## src/rtl/sdm_sample_sched_pkg.sv

```systemverilog
// Shared types and constants for the sigma-delta sample scheduler.
package sdm_sample_sched_pkg;

   typedef enum logic [1:0] {
      IDLE      = 2'd0,
      RAMP_UP   = 2'd1,
      RUN       = 2'd2,
      RAMP_DOWN = 2'd3
   } sched_state_e;

   localparam int unsigned RAMP_SHIFT_DEFAULT = 4;
   localparam int unsigned GAIN_MAX           = 2 ** RAMP_SHIFT_DEFAULT;

   function automatic int unsigned midscale(input int unsigned w);
      return 32'd1 << (w - 1);
   endfunction

endpackage

```

## src/rtl/sdm_sample_fifo.sv

```systemverilog
// Small synchronous sample FIFO with registered occupancy and flags.
module sdm_sample_fifo #(
   parameter int unsigned W     = 12,
   parameter int unsigned DEPTH = 4
) (
   input  logic                       i_clk,
   input  logic                       i_rst_n,
   input  logic                       i_push,
   input  logic                       i_pop,
   input  logic [W-1:0]               i_data,
   output logic [W-1:0]               o_data,
   output logic                       o_full,
   output logic                       o_empty,
   output logic [$clog2(DEPTH):0]     o_level
);

   localparam int unsigned AW = $clog2(DEPTH);
   localparam int unsigned LW = AW + 1;

   logic [W-1:0]  r_mem [DEPTH];
   logic [AW-1:0] r_wr;
   logic [AW-1:0] r_rd;
   logic [LW-1:0] r_count;
   logic          w_push;
   logic          w_pop;

   assign o_full  = (r_count == LW'(DEPTH));
   assign o_empty = (r_count == '0);
   assign o_level = r_count;
   assign o_data  = r_mem[r_rd];

   assign w_push = i_push & ~o_full;
   assign w_pop  = i_pop & ~o_empty;

   always_ff @(posedge i_clk or negedge i_rst_n) begin
      if (!i_rst_n) begin
         r_wr    <= '0;
         r_rd    <= '0;
         r_count <= '0;
      end else begin
         if (w_push) r_wr <= r_wr + 1'b1;
         if (w_pop)  r_rd <= r_rd + 1'b1;
         if (w_push && !w_pop)      r_count <= r_count + 1'b1;
         else if (!w_push && w_pop) r_count <= r_count - 1'b1;
      end
   end

   always_ff @(posedge i_clk) begin
      if (w_push) r_mem[r_wr] <= i_data;
   end

endmodule

```

## src/rtl/sdm_sample_sched.sv

```systemverilog
// Sample scheduler and soft-mute ramp feeding the sigma-delta modulator din.
module sdm_sample_sched
   import sdm_sample_sched_pkg::*;
#(
   parameter int unsigned W          = 12,
   parameter int unsigned FIFO_DEPTH = 4,
   parameter int unsigned DIV_W      = 10,
   parameter int unsigned RAMP_SHIFT = RAMP_SHIFT_DEFAULT
) (
   input  logic                          clk_fast,
   input  logic                          rst_n,
   input  logic                          enable,
   input  logic [DIV_W-1:0]              div,
   input  logic                          s_valid,
   output logic                          s_ready,
   input  logic [W-1:0]                  s_data,
   output logic [W-1:0]                  sdm_din,
   output logic                          sample_tick,
   output logic                          underrun,
   output logic [1:0]                    state,
   output logic [$clog2(FIFO_DEPTH):0]   fifo_level
);

   localparam int unsigned LW = $clog2(FIFO_DEPTH) + 1;
   localparam int unsigned GW = RAMP_SHIFT + 1;
   localparam int unsigned PW = W + RAMP_SHIFT + 2;
   localparam logic [W-1:0]  MID   = W'(midscale(W));
   localparam logic [GW-1:0] G_MAX = GW'(2 ** RAMP_SHIFT);
   localparam logic [LW-1:0] HALF  = LW'(FIFO_DEPTH / 2);

   sched_state_e     r_state;
   sched_state_e     w_nstate;
   logic [GW-1:0]    r_g;
   logic [GW-1:0]    w_ng;
   logic [DIV_W-1:0] r_cnt;
   logic [DIV_W-1:0] r_div;
   logic [DIV_W-1:0] w_div_cur;
   logic             w_tick;
   logic [W-1:0]     r_last;
   logic [W-1:0]     r_sdm;
   logic             w_pop;
   logic             w_full;
   logic             w_empty;
   logic [LW-1:0]    w_level;
   logic [W-1:0]     w_fifo_data;
   logic [W:0]       w_diff;
   logic [PW-1:0]    w_diff_ext;
   logic [PW-1:0]    w_g_ext;
   logic [PW-1:0]    w_prod;
   logic [W-1:0]     w_out;
   logic             w_unused_prod;

   sdm_sample_fifo #(
      .W     (W),
      .DEPTH (FIFO_DEPTH)
   ) u_fifo (
      .i_clk   (clk_fast),
      .i_rst_n (rst_n),
      .i_push  (s_valid),
      .i_pop   (w_pop),
      .i_data  (s_data),
      .o_data  (w_fifo_data),
      .o_full  (w_full),
      .o_empty (w_empty),
      .o_level (w_level)
   );

   // div is taken live in the first cycle of a period and held until the next wrap
   assign w_div_cur   = (r_cnt == '0) ? div : r_div;
   assign w_tick      = (r_cnt == w_div_cur);
   assign sample_tick = w_tick;

   assign w_pop      = w_tick & (r_state != IDLE) & ~w_empty;
   assign underrun   = w_tick & (r_state == RUN) & w_empty;
   assign s_ready    = ~w_full;
   assign fifo_level = w_level;
   assign state      = r_state;
   assign sdm_din    = r_sdm;

   always_ff @(posedge clk_fast or negedge rst_n) begin
      if (!rst_n) begin
         r_cnt <= '0;
         r_div <= '0;
      end else begin
         if (r_cnt == '0) r_div <= div;
         r_cnt <= w_tick ? '0 : r_cnt + 1'b1;
      end
   end

   always_comb begin
      w_nstate = r_state;
      w_ng     = r_g;
      unique case (r_state)
         IDLE: begin
            if (enable && (w_level >= HALF)) w_nstate = RAMP_UP;
         end
         RAMP_UP: begin
            if (!enable) begin
               w_nstate = RAMP_DOWN;
            end else if (w_tick) begin
               if (r_g >= G_MAX) begin
                  w_nstate = RUN;
               end else begin
                  w_ng = r_g + 1'b1;
                  if (r_g == G_MAX - 1'b1) w_nstate = RUN;
               end
            end
         end
         RUN: begin
            if (!enable) begin
               w_nstate = RAMP_DOWN;
               w_ng     = G_MAX;
            end
         end
         RAMP_DOWN: begin
            if (enable) begin
               w_nstate = RAMP_UP;
            end else if (w_tick) begin
               if (r_g == '0) begin
                  w_nstate = IDLE;
               end else begin
                  w_ng = r_g - 1'b1;
                  if (r_g == GW'(1)) w_nstate = IDLE;
               end
            end
         end
      endcase
   end

   // Signed offset from midscale scaled by g / 2^RAMP_SHIFT
   assign w_diff        = {1'b0, r_last} - {1'b0, MID};
   assign w_diff_ext    = {{(PW - W - 1){w_diff[W]}}, w_diff};
   assign w_g_ext       = {{(PW - GW){1'b0}}, r_g};
   assign w_prod        = $signed(w_diff_ext) * $signed(w_g_ext);
   assign w_out         = MID + w_prod[RAMP_SHIFT +: W];
   assign w_unused_prod = ^{w_prod[PW-1:RAMP_SHIFT+W], w_prod[RAMP_SHIFT-1:0]};

   always_ff @(posedge clk_fast or negedge rst_n) begin
      if (!rst_n) begin
         r_state <= IDLE;
         r_g     <= '0;
         r_last  <= MID;
         r_sdm   <= MID;
      end else begin
         r_state <= w_nstate;
         r_g     <= w_ng;
         if (w_pop) r_last <= w_fifo_data;
         r_sdm   <= (r_state == IDLE) ? MID : w_out;
      end
   end

endmodule

```

## config.mk

```make
export PLATFORM = sky130hd
export DESIGN_NAME = sdm_sample_sched
export DESIGN_NICKNAME = d
export VERILOG_FILES = /design/src/rtl/sdm_sample_sched_pkg.sv /design/src/rtl/sdm_sample_fifo.sv /design/src/rtl/sdm_sample_sched.sv
export SDC_FILE = /design/constraint.sdc
export NUM_CORES = 1
export LEC_CHECK = 0
export CORE_MARGIN = 2
export CORE_UTILIZATION = 30
export CTS_BUF_LIST = sky130_fd_sc_hd__clkbuf_4
export CTS_CLUSTER_DIAMETER = 50
export DETAILED_ROUTE_END_ITERATION = 8
export GPL_ROUTABILITY_DRIVEN = 0
export MAX_ROUTING_LAYER = met4
export PLACE_DENSITY = 0.45
export SETUP_SLACK_MARGIN = 0.3
export SLEW_MARGIN = 20
export SYNTH_ARGS = -nofsm -noshare
export SYNTH_HDL_FRONTEND = slang
export SYNTH_HIERARCHICAL = 1
export SYNTH_SLANG_ARGS = --single-unit
```

## constraint.sdc

```tcl
create_clock -name clk_fast -period 4.5 [get_ports clk_fast]
set_input_delay 0.9 -clock clk_fast [delete_from_list [all_inputs] [get_ports clk_fast]]
set_output_delay 0.9 -clock clk_fast [all_outputs]
set_load 0.02 [all_outputs]
```

Word-level counts from Yosys, hierarchy flattened
Memory sizes are Yosys's and may differ from the RTL's. A register that Yosys moved wholly into a read port is not among the register bits.
Cells that the tools add are included.
{"block": "totals", "reg_bits": 46, "ram_bits": 48, "in_bits": 26, "output_inout_bits": 20, "elab_cells": 89, "memories": 1}
{"name": "u_fifo.r_mem", "depth": 4, "width": 12, "rd": 1, "rd_clocked_by_memory_dff": 1, "write_ports": 1, "line": "sdm_sample_fifo.sv:20", "source": "logic [W-1:0] r_mem [DEPTH];"}
{"block": "classes", "addsub": 9, "multipliers": 1, "n_lt_le_gt_ge": 2, "n_eq_ne": 19, "n_mux": 26, "bitwise_logic": 8, "reduce_logical": 15}
{"op": "two-way mux 5 bit", "n": 7}
{"op": "two-way mux 10 bit", "n": 2}
{"op": "two-way mux 2 bit", "n": 10}
{"op": "multiplier 13 x 6 -> 16 bit", "n": 1}
{"op": "!= test 2 bit, second input constant", "n": 8}
{"op": "one-hot mux 5 bit (3 select lines)", "n": 1}
{"op": "subtractor 12 x 12 -> 13 bit, second input constant", "n": 1}
{"op": "adder 12 bit, first input constant", "n": 1}
{"op": "two-way mux 12 bit", "n": 1}
{"op": "adder 10 x 1 -> 10 bit, second input constant", "n": 1}
{"op": "== test 10 bit", "n": 1}
{"op": "logical NOT 10 bit", "n": 1}
{"op": "!= test 4 bit, second input constant", "n": 2}
{"op": "one-hot mux 2 bit (4 select lines)", "n": 1}
{"op": "AND reduction 8 bit", "n": 1}
{"op": "bitwise AND 1 bit", "n": 6}
{"op": "two-way mux 3 bit", "n": 2}
{"op": "!= test 3 bit, second input constant", "n": 2}
{"op": "AND reduction 6 bit", "n": 1}
{"op": "adder 5 x 1 -> 5 bit, second input constant", "n": 1}
{"op": "== test 5 x 1 -> 1 bit, second input constant", "n": 1}
{"op": "== test 5 x 4 -> 1 bit, second input constant", "n": 1}
{"op": ">= comparator 5 bit, second input constant", "n": 1}
{"op": "logical NOT 5 bit", "n": 1}
{"op": "16 further kinds", "n": 25}

Depth between registers and ports, before layout
{"block": "logic_depth", "word_depth": 9, "mapped_depth": 18, "depth_no_buf": 16}

Hierarchy
The synthesis kept the hierarchy.
{"module": "sdm_sample_sched", "instances": 1, "cells_per_inst": 497, "area_each_um2": 4699.5, "seq_area_each_um2": 1278.7}
{"module": "sdm_sample_fifo", "instances": 1, "cells_per_inst": 99, "area_each_um2": 2164.6, "seq_area_each_um2": 1616.6}

Least setup slack after synthesis
No wires, ideal clock.
{"block": "synth_path", "path_type": "reg-to-reg", "start": "register r_g[2]", "end": "register r_sdm[10] (netlist: sdm_din[10])", "setup_ps": 132, "arrival_time_ps": 4260, "required_ps": 4368, "setup_slack_ps": 108, "stages_incl_launch_ff": 17, "path_buffers": 2, "synth_period_minus_slack_ps": 4392, "path_cell_list": "dfrtp_1 -> clkbuf_1 -> clkbuf_1 -> and2_1 -> fa_1 -> inv_1 -> fa_1 -> fa_1 -> inv_1 -> ha_1 -> and4_1 -> a221o_1 -> a41oi_1 -> a21oi_1 -> o32ai_1 -> xor2_1 -> nor2_1"}
{"block": "synth_between", "elab_chain_len": 3}
{"element": "start, declared", "line": "sdm_sample_sched.sv:33", "source": "logic [GW-1:0] r_g;"}
{"element": "start signal, assigned", "line": "sdm_sample_sched.sv:146", "source": "r_g <= w_ng;"}
{"element": "multiplier 13 x 6 -> 16 bit", "line": "sdm_sample_sched.sv:134", "source": "assign w_prod = $signed(w_diff_ext) * $signed(w_g_ext);"}
{"element": "adder 12 bit", "line": "sdm_sample_sched.sv:135", "source": "assign w_out = MID + w_prod[RAMP_SHIFT +: W];"}
{"element": "two-way mux 12 bit", "line": "sdm_sample_sched.sv:148", "source": "r_sdm <= (r_state == IDLE) ? MID : w_out;"}
{"element": "end signal, assigned", "line": "sdm_sample_sched.sv:148"}
{"element": "end, declared", "line": "sdm_sample_sched.sv:40", "source": "logic [W-1:0] r_sdm;"}
No other way between the ends.
A chain may end at the register's enable or synchronous reset.

Worst setup path in the final report
{"block": "layout_path", "start": "register r_cnt[1]", "end": "output sample_tick"}
{"block": "layout_between", "elab_chain_len": 3}
{"element": "start, declared", "line": "sdm_sample_sched.sv:35", "source": "logic [DIV_W-1:0] r_cnt;"}
{"element": "start signal, assigned", "line": "sdm_sample_sched.sv:86", "source": "r_cnt <= w_tick ? '0 : r_cnt + 1'b1;"}
{"element": "logical NOT 10 bit", "line": "sdm_sample_sched.sv:69", "source": "assign w_div_cur = (r_cnt == '0) ? div : r_div;"}
{"element": "two-way mux 10 bit"}
{"element": "via w_div_cur[0]", "line": "sdm_sample_sched.sv:37", "source": "logic [DIV_W-1:0] w_div_cur;"}
{"element": "== test 10 bit", "line": "sdm_sample_sched.sv:70", "source": "assign w_tick = (r_cnt == w_div_cur);"}
{"element": "end, declared", "line": "sdm_sample_sched.sv:18", "source": "output logic sample_tick,"}
The timed path passes the listed nets, and every way through them passes these cells.

==> flow_summary.json <==
{
  "status": "completed",
  "fin_crit_ns": 4.02,
  "path_class": "register to output port",
  "synth_edf_count": 48,
  "core-area_mm2": 0.0226,
  "ant_nets": 0,
  "vias_per_cell": 4.60,
  "first_iter_violations": 211,
  "arrival_ns": 3.12,
  "port_buffers": 45,
  "cp-end-kind": "output port",
  "fin_crit_sh": 0.892,
  "synth_warnings": 6,
  "io_pins": 46,
  "dieArea_mm2": 0.0241,
  "rsz0062_at_grt": "yes",
  "drc": 0,
  "critPathRequiredTime_ns": 3.60,
  "ys_types": 63,
  "power_density_mw_per_mm2": 538,
  "synth.area.top_cells": "edfxtp_1 21%, dfrtp_1 20%, fa_1 10%, ha_1 7.3%, and2_1 4.6%",
  "cp_cell_sequence": "inv_1, ha_1, nor3b_4, nand3_4, mux2_4, a211o_1, nor4_4, dlygate4sd2_1",
  "relSlewSlack": 0.411,
  "area_growth_pct": 14.1,
  "ys.flop_type": "dfrtp_1",
  "clock_path_buffers": 2,
  "die_width_um": 155,
  "skew_ns": 0.0243,
  "die_y_um": 155,
  "cts_sinks": 106,
  "seq_power_share": 0.371,
  "comb_power_share": 0.507,
  "vdd_drop_max_uv": 212,
  "num-fill-cells": 2263,
  "initial_core_util": 0.304,
  "htree_levels": 3,
  "cpPeakStageDelay_ns": 0.44,
  "syn_area_per_cell_um2": 11.5,
  "cts_tree": "yes",
  "clkPwrFrac": 0.122,
  "fin_nets": 741,
  "grt_first_pass_wirelength_um": 23300,
  "dpl.hpwl_um": 10100,
  "layout_common_cells": "74 x inv_1, 55 x dfrtp_1, 51 x and2_1",
  "path_clk_slew_ns": 0.20,
  "synth_fp_nets": 697,
  "gr-usage-all-layers": 0.125,
  "cts_root_buffer": "clkbuf_4",
  "p_switching_mw": 1.78,
  "min_path_type": "input pin to asynchronous set/reset pin",
  "internal-power_mw": 2.44,
  "finalSetupViolCount": 0,
  "yosysSeqAreaShare": 0.422,
  "clkLatencyLatePin_ns": 0.50,
  "antenna_found_initial": 1,
  "synth-seq-cells": 106,
  "start_kind": "register",
  "grt-ovfl-total": 0,
  "final-hold-violation-count": 0,
  "tightest_slew_ns": 0.884,
  "num_rows": 55,
  "p_leak_nw": 3.39,
  "cap_violations": 0,
  "grt_pass1_vias": 4637,
  "numCtsBuffers": 9,
  "switching_share": 0.422,
  "syn-cell-area_mm2": 0.00686,
  "async_reset_ff_frac": 0.547,
  "vias": 4286,
  "slowest_stage": "dfrtp_1",
  "wl_per_cell_um": 14.6,
  "grt_max_degree": 44,
  "holdWs_ns": 0.283,
  "tns_ns": 0,
  "slew_violations": 0,
  "ctsHoldBuffers": 0,
  "final_layout_size_suffix_gt1_frac": 0.143,
  "drt_first_pass_iters": 4,
  "netlist_instances": 596,
  "yosys.area.top_type": "edfxtp_1",
  "path_max_fanout": 5,
  "routed_wl_um": 13600,
  "layout_commonest_cell": "inv_1",
  "fmax_mhz": 249,
  "synthDominantCellAreaShare": 0.210
}
==> what timing repair did <==
item / 4_1_cts / 5_1_grt
setup buffers: 2 / 6
endpoints found under the setup margin: 3 / 7
gates resized for setup: 6 / 8
pin swaps: 2 / 7
cloned: 0 / 0
==> through the flow <==
stage | setup slack (ns) | power, mW | util | instance area (um^2) | std cells
after global routing | 0.274 | 4.64 | 0.347 | 7840 | 931
after detailed placement | 0.315 | 3.72 | 0.336 | 7580 | 906
after global placement | 0.371 | 3.68 | 0.336 | 7580 | 906
final | 0.484 | 4.22 | 0.347 | 7840 | 931
after floorplan | 0.330 | 3.14 | - | 6870 | 596
after CTS | 0.222 | 4.28 | 0.344 | 7760 | 924
==> path summary, 6_finish.rpt <==
check                      startpoint             end  slack (ns)  cells after the start
max                          r_cnt[1]     sample_tick        0.48                      8
min                             rst_n      sdm_din[5]        0.28                      1
max reg2reg                 r_last[3]     sdm_din[10]        0.53                     14
min reg2reg                  r_cnt[0]        r_cnt[0]        0.50                      1
max in group asynchronous       rst_n  u_fifo/r_wr[0]        3.29                      2
min in group clk_fast        r_cnt[0]        r_cnt[0]        0.50                      1
==> kinds of logic (layout without fill, tap and decap cells) <==
group	Yosys count	in the layout	synth area share
DFF	106	106	0.422
xor gates and xnor gates	32	32	0.0408
AOI/OAI and AO/OA	61	61	0.0625
other	0	1	0
buffers and inverters	101	150	0.0616
and+or+nand+nor	180	180	0.146
adders and majority gates	75	75	0.175
muxes	41	41	0.0922
==> layout make-up <==
type                            instances  area (um^2)  area share
Antenna cell                            1         2.50    0.000319
Clock buffer                            9         67.6     0.00862
Clock inverter                          7         75.1     0.00958
Inverter                               74          278      0.0355
Multi-Input combinational cell        389         3610       0.460
Sequential cell                       106         2900       0.370
Tap cell                              285          357      0.0455
Timing Repair Buffer                   60          552      0.0704
==> power by group through the flow <==
stage / registers (mW) / logic [mW] / clock network, mW
after floorplan: 1.55 / 1.60 / 0
after global placement: 1.58 / 2.10 / 0
after detailed placement: 1.60 / 2.13 / 0
after CTS: 1.57 / 2.16 / 0.544
after global routing: 1.61 / 2.45 / 0.576
final: 1.56 / 2.14 / 0.515
==> synth_stat cells, types with 11 or more instances <==
cell type / number
edfxtp_1: 48
nand2_1: 22
fa_1: 35
dfrtp_1: 56
nor2_1: 39
nor3_1: 13
mux2_4: 11
clkbuf_1: 16
xnor2_1: 18
mux2_2: 14
mux4_2: 12
ha_1: 40
inv_1: 74
nand3_1: 13
and2_1: 51
xor2_1: 14
==> flip-flops by register name, summed over array words and instances, names as in the netlist <==
signal          flops
u_fifo/r_wr         2
u_fifo/r_rd         2
r_last             12
r_div              10
u_fifo/r_mem       48
sdm_din            12
r_g                 5
u_fifo/o_level      3
r_cnt              10
state               2
==> metal layers <==
metal  up-vias  global-route usage  routed length (um)
met5         -                   -                   0
li1       2117                   -                   -
met3        14              0.0159                 269
met1      2102               0.165                6710
met2        53               0.199                6370
met4         0              0.0463                 221
==> worst max-delay path: cells and delay by family, from the launching register on <==
family                   cells  cell delay [ns]
AND/OR/NAND/NOR              3             0.77
flip-flops                   1             0.44
multiplexers                 1             0.33
buffers and inverters        2             0.54
adder cells (fa/ha/maj)      1             0.21
AO/OA/AOI/OAI                1             0.33
No activity file was read; power rests on OpenSTA's default activity.
